`src/rtl/alarm_pkg.sv`:
```
// Shared types, limits and small helpers for the alarm clock core.
// Hours are binary 0..23 internally; minutes/seconds are two BCD digits.
package alarm_pkg;

  typedef enum logic [1:0] {
    ModeRun      = 2'b00,
    ModeSetTime  = 2'b01,
    ModeSetAlarm = 2'b10,
    ModeRunAlt   = 2'b11
  } mode_t;

  typedef enum logic [1:0] {
    StIdle    = 2'b00,
    StRinging = 2'b01,
    StSnoozed = 2'b10
  } alarm_state_t;

  typedef logic [3:0] digit_t;

  localparam int unsigned SEC_MAX  = 59;
  localparam int unsigned MIN_MAX  = 59;
  localparam int unsigned HOUR_MAX = 23;

  function automatic logic [4:0] hour_inc(input logic [4:0] h);
    return (h == 5'(HOUR_MAX)) ? 5'd0 : h + 5'd1;
  endfunction

  function automatic logic [7:0] hour_to_bcd(input logic [4:0] h);
    digit_t     hi;
    logic [4:0] sub;
    if (h >= 5'd20) begin
      hi  = 4'd2;
      sub = 5'd20;
    end else if (h >= 5'd10) begin
      hi  = 4'd1;
      sub = 5'd10;
    end else begin
      hi  = 4'd0;
      sub = 5'd0;
    end
    return {hi, 4'(h - sub)};
  endfunction

endpackage

```
`src/rtl/alarm_timekeeper_if.sv`:
```
// Control and display bundle between the alarm core and its host/display logic.
interface alarm_timekeeper_if;
  logic [1:0]  mode;
  logic        inc_hour;
  logic        inc_min;
  logic        mode_12h;
  logic        alarm_arm;
  logic        snooze;
  logic        stop;
  logic [15:0] disp_bcd;
  logic [7:0]  sec_bcd;
  logic        pm;
  logic        sec_tick;
  logic        alarm_active;
  logic [1:0]  alarm_state;

  modport master (
    output mode, inc_hour, inc_min, mode_12h, alarm_arm, snooze, stop,
    input  disp_bcd, sec_bcd, pm, sec_tick, alarm_active, alarm_state
  );

  modport slave (
    input  mode, inc_hour, inc_min, mode_12h, alarm_arm, snooze, stop,
    output disp_bcd, sec_bcd, pm, sec_tick, alarm_active, alarm_state
  );
endinterface

```
`src/rtl/bcd_mod_counter.sv`:
```
// Two-digit BCD counter 00..MAX with synchronous clear and enable.
// carry_o is high in the enabled cycle that wraps MAX back to 00.
module bcd_mod_counter
  import alarm_pkg::*;
#(
  parameter int unsigned MAX     = 59,
  parameter int unsigned RST_VAL = 0
) (
  input  logic   clk_i,
  input  logic   rst_i,
  input  logic   clr_i,
  input  logic   en_i,
  output digit_t hi_o,
  output digit_t lo_o,
  output logic   carry_o
);

  localparam digit_t MaxHi = digit_t'(MAX / 10);
  localparam digit_t MaxLo = digit_t'(MAX % 10);
  localparam digit_t RstHi = digit_t'(RST_VAL / 10);
  localparam digit_t RstLo = digit_t'(RST_VAL % 10);

  digit_t hi_q, hi_d, lo_q, lo_d;
  logic   at_max;

  assign at_max  = (hi_q == MaxHi) && (lo_q == MaxLo);
  assign carry_o = en_i && !clr_i && at_max;
  assign hi_o    = hi_q;
  assign lo_o    = lo_q;

  always_comb begin
    hi_d = hi_q;
    lo_d = lo_q;
    if (clr_i) begin
      hi_d = '0;
      lo_d = '0;
    end else if (en_i) begin
      if (at_max) begin
        hi_d = '0;
        lo_d = '0;
      end else if (lo_q == 4'd9) begin
        hi_d = hi_q + 4'd1;
        lo_d = '0;
      end else begin
        lo_d = lo_q + 4'd1;
      end
    end
  end

  always_ff @(posedge clk_i) begin
    if (rst_i) begin
      hi_q <= RstHi;
      lo_q <= RstLo;
    end else begin
      hi_q <= hi_d;
      lo_q <= lo_d;
    end
  end

endmodule

```
`src/rtl/alarm_timekeeper.sv`:
```
// Time-of-day core: seconds divider, settable time/alarm, alarm FSM with snooze,
// and combinational BCD / 12h display formatting.
module alarm_timekeeper
  import alarm_pkg::*;
#(
  parameter int unsigned TICK_DIV    = 2500,
  parameter int unsigned RING_SEC    = 60,
  parameter int unsigned SNOOZE_MIN  = 5,
  parameter int unsigned ALARM_DEF_H = 7,
  parameter int unsigned ALARM_DEF_M = 0
) (
  input  logic               clk_in,
  input  logic               reset,
  alarm_timekeeper_if.slave  bus
);

  localparam int unsigned DivW     = $clog2(TICK_DIV);
  localparam int unsigned SnzTicks = SNOOZE_MIN * 60;
  localparam int unsigned SnzW     = $clog2(SnzTicks + 1);

  mode_t mode;
  logic  set_time, set_alarm, run_mode;

  assign mode      = mode_t'(bus.mode);
  assign set_time  = (mode == ModeSetTime);
  assign set_alarm = (mode == ModeSetAlarm);
  assign run_mode  = !set_time && !set_alarm;

  // Divider only stops in SET_TIME: time must keep running while the alarm is edited.
  logic [DivW-1:0] div_q, div_d;
  logic            tick, tick_q;

  assign tick = !set_time && (div_q == DivW'(TICK_DIV - 1));

  always_comb begin
    div_d = div_q + DivW'(1);
    if (set_time || tick) div_d = '0;
  end

  digit_t s_hi, s_lo, m_hi, m_lo, am_hi, am_lo;
  logic   s_carry, m_carry, m_en, am_carry_unused;

  assign m_en = set_time ? bus.inc_min : s_carry;

  bcd_mod_counter #(.MAX(SEC_MAX), .RST_VAL(0)) u_sec (
    .clk_i   (clk_in),
    .rst_i   (reset),
    .clr_i   (set_time),
    .en_i    (tick),
    .hi_o    (s_hi),
    .lo_o    (s_lo),
    .carry_o (s_carry)
  );

  bcd_mod_counter #(.MAX(MIN_MAX), .RST_VAL(0)) u_min (
    .clk_i   (clk_in),
    .rst_i   (reset),
    .clr_i   (1'b0),
    .en_i    (m_en),
    .hi_o    (m_hi),
    .lo_o    (m_lo),
    .carry_o (m_carry)
  );

  bcd_mod_counter #(.MAX(MIN_MAX), .RST_VAL(ALARM_DEF_M)) u_alarm_min (
    .clk_i   (clk_in),
    .rst_i   (reset),
    .clr_i   (1'b0),
    .en_i    (set_alarm && bus.inc_min),
    .hi_o    (am_hi),
    .lo_o    (am_lo),
    .carry_o (am_carry_unused)
  );

  logic [4:0] h_q, h_d, ah_q, ah_d;

  // Minute wrap while editing never reaches the hour; only running time carries.
  always_comb begin
    h_d  = h_q;
    ah_d = ah_q;
    if (set_time) begin
      if (bus.inc_hour) h_d = hour_inc(h_q);
    end else if (m_carry) begin
      h_d = hour_inc(h_q);
    end
    if (set_alarm && bus.inc_hour) ah_d = hour_inc(ah_q);
  end

  // Trigger only when running time has just rolled onto hh:mm:00, never on an edit.
  logic match;
  assign match = run_mode && bus.alarm_arm && tick_q && (s_hi == 4'd0) && (s_lo == 4'd0) &&
                 (h_q == ah_q) && (m_hi == am_hi) && (m_lo == am_lo);

  alarm_state_t    state_q, state_d;
  logic [7:0]      ring_q, ring_d;
  logic [SnzW-1:0] snz_q, snz_d;

  always_comb begin
    state_d = state_q;
    ring_d  = ring_q;
    snz_d   = snz_q;
    if (!bus.alarm_arm || !run_mode) begin
      state_d = StIdle;
    end else begin
      unique case (state_q)
        StIdle: begin
          if (match) begin
            state_d = StRinging;
            ring_d  = 8'(RING_SEC);
          end
        end
        StRinging: begin
          if (bus.stop) begin
            state_d = StIdle;
          end else if (bus.snooze) begin
            state_d = StSnoozed;
            snz_d   = SnzW'(SnzTicks);
          end else if (tick) begin
            if (ring_q <= 8'd1) state_d = StIdle;
            else                ring_d  = ring_q - 8'd1;
          end
        end
        StSnoozed: begin
          if (bus.stop) begin
            state_d = StIdle;
          end else if (tick) begin
            if (snz_q <= SnzW'(1)) begin
              state_d = StRinging;
              ring_d  = 8'(RING_SEC);
            end else begin
              snz_d = snz_q - SnzW'(1);
            end
          end
        end
        default: state_d = StIdle;
      endcase
    end
  end

  always_ff @(posedge clk_in) begin
    if (reset) begin
      div_q  <= '0;
      tick_q <= 1'b0;
      h_q    <= '0;
      ah_q   <= 5'(ALARM_DEF_H);
    end else begin
      div_q  <= div_d;
      tick_q <= tick;
      h_q    <= h_d;
      ah_q   <= ah_d;
    end
  end

  always_ff @(posedge clk_in) begin
    if (reset) begin
      state_q <= StIdle;
      ring_q  <= '0;
      snz_q   <= '0;
    end else begin
      state_q <= state_d;
      ring_q  <= ring_d;
      snz_q   <= snz_d;
    end
  end

  logic [4:0] h_sel, h_disp;
  digit_t     dm_hi, dm_lo;

  always_comb begin
    h_sel  = set_alarm ? ah_q : h_q;
    dm_hi  = set_alarm ? am_hi : m_hi;
    dm_lo  = set_alarm ? am_lo : m_lo;
    h_disp = h_sel;
    if (bus.mode_12h) begin
      if (h_sel == 5'd0)       h_disp = 5'd12;
      else if (h_sel > 5'd12)  h_disp = h_sel - 5'd12;
    end
  end

  assign bus.disp_bcd     = {hour_to_bcd(h_disp), dm_hi, dm_lo};
  assign bus.sec_bcd      = {s_hi, s_lo};
  assign bus.pm           = bus.mode_12h && (h_sel >= 5'd12);
  assign bus.sec_tick     = tick;
  assign bus.alarm_active = (state_q == StRinging);
  assign bus.alarm_state  = state_q;

endmodule

```
`src/flat_wrapper.sv`:
```
// flat-port wrapper written by rule: the top's interface ports become plain ports
module alarm_timekeeper_flat import alarm_pkg::*;
#(
  parameter int unsigned TICK_DIV    = 2500,
  parameter int unsigned RING_SEC    = 60,
  parameter int unsigned SNOOZE_MIN  = 5,
  parameter int unsigned ALARM_DEF_H = 7,
  parameter int unsigned ALARM_DEF_M = 0
)
  (clk_in, reset, bus_mode, bus_inc_hour, bus_inc_min, bus_mode_12h, bus_alarm_arm, bus_snooze, bus_stop, bus_disp_bcd, bus_sec_bcd, bus_pm, bus_sec_tick, bus_alarm_active, bus_alarm_state);
  alarm_timekeeper_if bus_i ();
  input  logic clk_in;
  input  logic reset;
  input wire logic [$bits(bus_i.mode)-1:0] bus_mode;
  input wire logic [$bits(bus_i.inc_hour)-1:0] bus_inc_hour;
  input wire logic [$bits(bus_i.inc_min)-1:0] bus_inc_min;
  input wire logic [$bits(bus_i.mode_12h)-1:0] bus_mode_12h;
  input wire logic [$bits(bus_i.alarm_arm)-1:0] bus_alarm_arm;
  input wire logic [$bits(bus_i.snooze)-1:0] bus_snooze;
  input wire logic [$bits(bus_i.stop)-1:0] bus_stop;
  output wire logic [$bits(bus_i.disp_bcd)-1:0] bus_disp_bcd;
  output wire logic [$bits(bus_i.sec_bcd)-1:0] bus_sec_bcd;
  output wire logic [$bits(bus_i.pm)-1:0] bus_pm;
  output wire logic [$bits(bus_i.sec_tick)-1:0] bus_sec_tick;
  output wire logic [$bits(bus_i.alarm_active)-1:0] bus_alarm_active;
  output wire logic [$bits(bus_i.alarm_state)-1:0] bus_alarm_state;
  assign bus_i.mode = bus_mode;
  assign bus_i.inc_hour = bus_inc_hour;
  assign bus_i.inc_min = bus_inc_min;
  assign bus_i.mode_12h = bus_mode_12h;
  assign bus_i.alarm_arm = bus_alarm_arm;
  assign bus_i.snooze = bus_snooze;
  assign bus_i.stop = bus_stop;
  assign bus_disp_bcd = bus_i.disp_bcd;
  assign bus_sec_bcd = bus_i.sec_bcd;
  assign bus_pm = bus_i.pm;
  assign bus_sec_tick = bus_i.sec_tick;
  assign bus_alarm_active = bus_i.alarm_active;
  assign bus_alarm_state = bus_i.alarm_state;
  alarm_timekeeper #(.TICK_DIV(TICK_DIV), .RING_SEC(RING_SEC), .SNOOZE_MIN(SNOOZE_MIN), .ALARM_DEF_H(ALARM_DEF_H), .ALARM_DEF_M(ALARM_DEF_M)) u_core (.clk_in(clk_in), .reset(reset), .bus(bus_i));
endmodule
```
`config.mk`:
```
export PLATFORM = sky130hd
export DESIGN_NAME = alarm_timekeeper_flat
export DESIGN_NICKNAME = d
export VERILOG_FILES = /design/src/rtl/alarm_pkg.sv /design/src/rtl/alarm_timekeeper_if.sv /design/src/rtl/bcd_mod_counter.sv /design/src/rtl/alarm_timekeeper.sv /design/src/flat_wrapper.sv
export SDC_FILE = /design/constraint.sdc
export NUM_CORES = 1
export LEC_CHECK = 0
export ABC_CLOCK_PERIOD_IN_PS = 11100
export CORE_MARGIN = 3
export CORE_UTILIZATION = 55
export DETAILED_ROUTE_END_ITERATION = 8
export GPL_ROUTABILITY_DRIVEN = 1
export PLACE_DENSITY = 0.86
export SYNTH_ARGS = -nofsm -noshare
export SYNTH_HDL_FRONTEND = slang
export SYNTH_HIERARCHICAL = 1
export SYNTH_SLANG_ARGS = --single-unit
```
`constraint.sdc`:
```
create_clock -name clk_in -period 11.1 [get_ports clk_in]
set_input_delay 3.33 -clock clk_in [delete_from_list [all_inputs] [get_ports clk_in]]
set_output_delay 3.33 -clock clk_in [all_outputs]
set_load 0.005 [all_outputs]
```
==> results of run 1 <==
area by class of cell:
class | count | area [um^2]
Tap cell | 96 | 120
Sequential cell | 66 | 1320
Fill cell | 564 | 2300
Multi-Input combinational cell | 369 | 2640
Clock buffer | 11 | 141
Inverter | 22 | 82.6
Clock inverter | 5 | 53.8
Timing Repair Buffer | 37 | 368
per-layer routing:
metal,GRT usage [%],wire length [um]
met1,28.2,4290
met2,38.7,4490
met3,5.74,461
met4,6.81,142
met5,0,0
flip-flops by register name, indices dropped and copies added, names as in the netlist:
signal                   flops
u_core/div_q                12
u_core/snz_q                 9
u_core/ring_q                8
u_core/ah_q                  5
u_core/h_q                   5
u_core/u_alarm_min/hi_o      4
u_core/u_alarm_min/lo_o      4
u_core/u_min/hi_o            4
u_core/u_min/lo_o            4
u_core/u_sec/hi_o            4
u_core/u_sec/lo_o            4
u_core/bus.alarm_state       2
u_core/tick_q                1
metrics by stage:
stage               cell area (um^2)  setup slack [ps]  hold slack [ps]
CTS                             4720              1040              496
global placement                4530              1240              451
global route                    4720               762              527
detailed placement              4530              1050              483
floorplan                       4120              2180              445
finish                          4720              1020              493
power by group through the flow:
stage               registers [mW]  clock network, mW  logic [mW]
detailed placement           0.248                  0      0.0400
CTS                          0.242              0.202      0.0406
global route                 0.243              0.215      0.0451
floorplan                    0.247                  0      0.0256
global placement             0.248                  0      0.0382
finish                       0.242              0.200      0.0410
worst max-delay path: stages:
cell             delay (ps)
clkdlybuf4s50_1         530
ha_1                    470
mux2i_1                 570
nand3_1                 160
nand2_1                 100
nand2_1                  50
a31oi_1                 240
ha_1                    180
inv_1                    60
fa_1                    400
xor2_1                  150
clkdlybuf4s50_1         510
worst min path at each step:
stage	startpoint	end	slack, ps	cells after the start
finish	u_core/div_q[11]	u_core/div_q[11]	490	2
CTS	u_core/div_q[11]	u_core/div_q[11]	500	2
detailed placement	u_core/div_q[11]	u_core/div_q[11]	480	2
floorplan	u_core/snz_q[1]	u_core/snz_q[1]	440	2
global placement	u_core/snz_q[1]	u_core/snz_q[1]	450	2
global route	u_core/snz_q[7]	u_core/snz_q[7]	530	2
==> reports/metrics.cfg, run 1 <==
[outcome]
status=finished clean

[critical_path]
crit_end=bus_disp_bcd[11]
reg2reg_from=u_core/div_q[3]
reg2reg_to=u_core/h_q[0]
cp.arrival_ps=6750
crit_type=in2out
cp-startpoint=bus_mode[1]
r2r_cells=12
worstSetupEndpointType=output port
cp-start-kind=primary input
cp_max_fo=11
crit_required_ps=7770
regToRegSetupSlack_ps=7350

[final_layout]
finish.utilization_pct=67.3
fin_cells=606
most-common-layout-cells=dfxtp_1 (66), nor2_1 (48), clkdlybuf4s50_1 (36)
mostFrequentLayoutCell=dfxtp_1
synthToLayoutAreaGrowth_pct=15.4
diodes=0
nNetsFinal=539
drive_above_1_share_pct=9.02

[place]
dpl.hpwl_mm=6.76
gp_congestion=0.974
port_buffers=36
place_inst=590

[yosys]
synthCells=463
syn_area_um2=4090
avgSynthCellArea_um2=8.84
yosysWarningCount=6

[pwr]
p_switching_mw=0.117
peakVddDrop_mv=0.0872
switching_share_pct=24.2
power_frac_seq_pct=50.1
power.internal_mw=0.367
fin_total_pwr_mw=0.484
leakage_nw=1.84
power_density_nw_per_um2=102
p_comb_share_pct=8.5
pwr-share-clk_pct=41.4

[clock_tree]
cts_tree=done
cts_root_buf=clkbuf_8
hold_buffers=0
postCtsSetupBuffers=0
clk_pin_slew_ps=70
cts_max_level=3
post_cts_resized=0
clock_sinks=66
clockBufferDepth=2
clk_latency_ps=340
cts-buffers-inserted=9

[die]
core_um2=7020
dieWidth_um=92.3
die-area_um2=8510
initial_core_util_pct=58.3
io-pin-count=39
placementRows=30
die_h_um=92.3

[sta]
final.setup.tns_ps=0
worst_clock_skew_ps=11.9
slew_headroom_pct=30.3
tightest_slew_ps=1040
setup_viol=0
rsz0062_at_grt=false
period_minus_slack_ps=10080
min_period_over_period_pct=90.8
finalHoldViolations=0
drv_slew=0
fmax_mhz=99.2

[global_route]
grt_max_degree=41
gr-total-overflow=0
track_usage_pct=22.7
grt_pass1_wl_mm=15.8
grt_antenna_before_repair=0
grt_pass1_vias=3440

[detailed_routing]
drt-initial-drc-count=242
vias=3628
route.detailed.drc=0
postRouteAntennaNets=0
routed_wl_mm=9.39
wl_per_cell_um=15.5
vias_per_cell=5.99
dr.pass1.iters=5

[hold_path]
hp-class=reg2reg

[job]
drv_cap=0

(Power assumes the default switching activity.)
==> run 2: changes to the inputs <==
Settings changed: CTS_CLUSTER_SIZE set to 16.
==> results of run 2 <==
The final DEF is identical to that of run 1; final timing and power are the same.
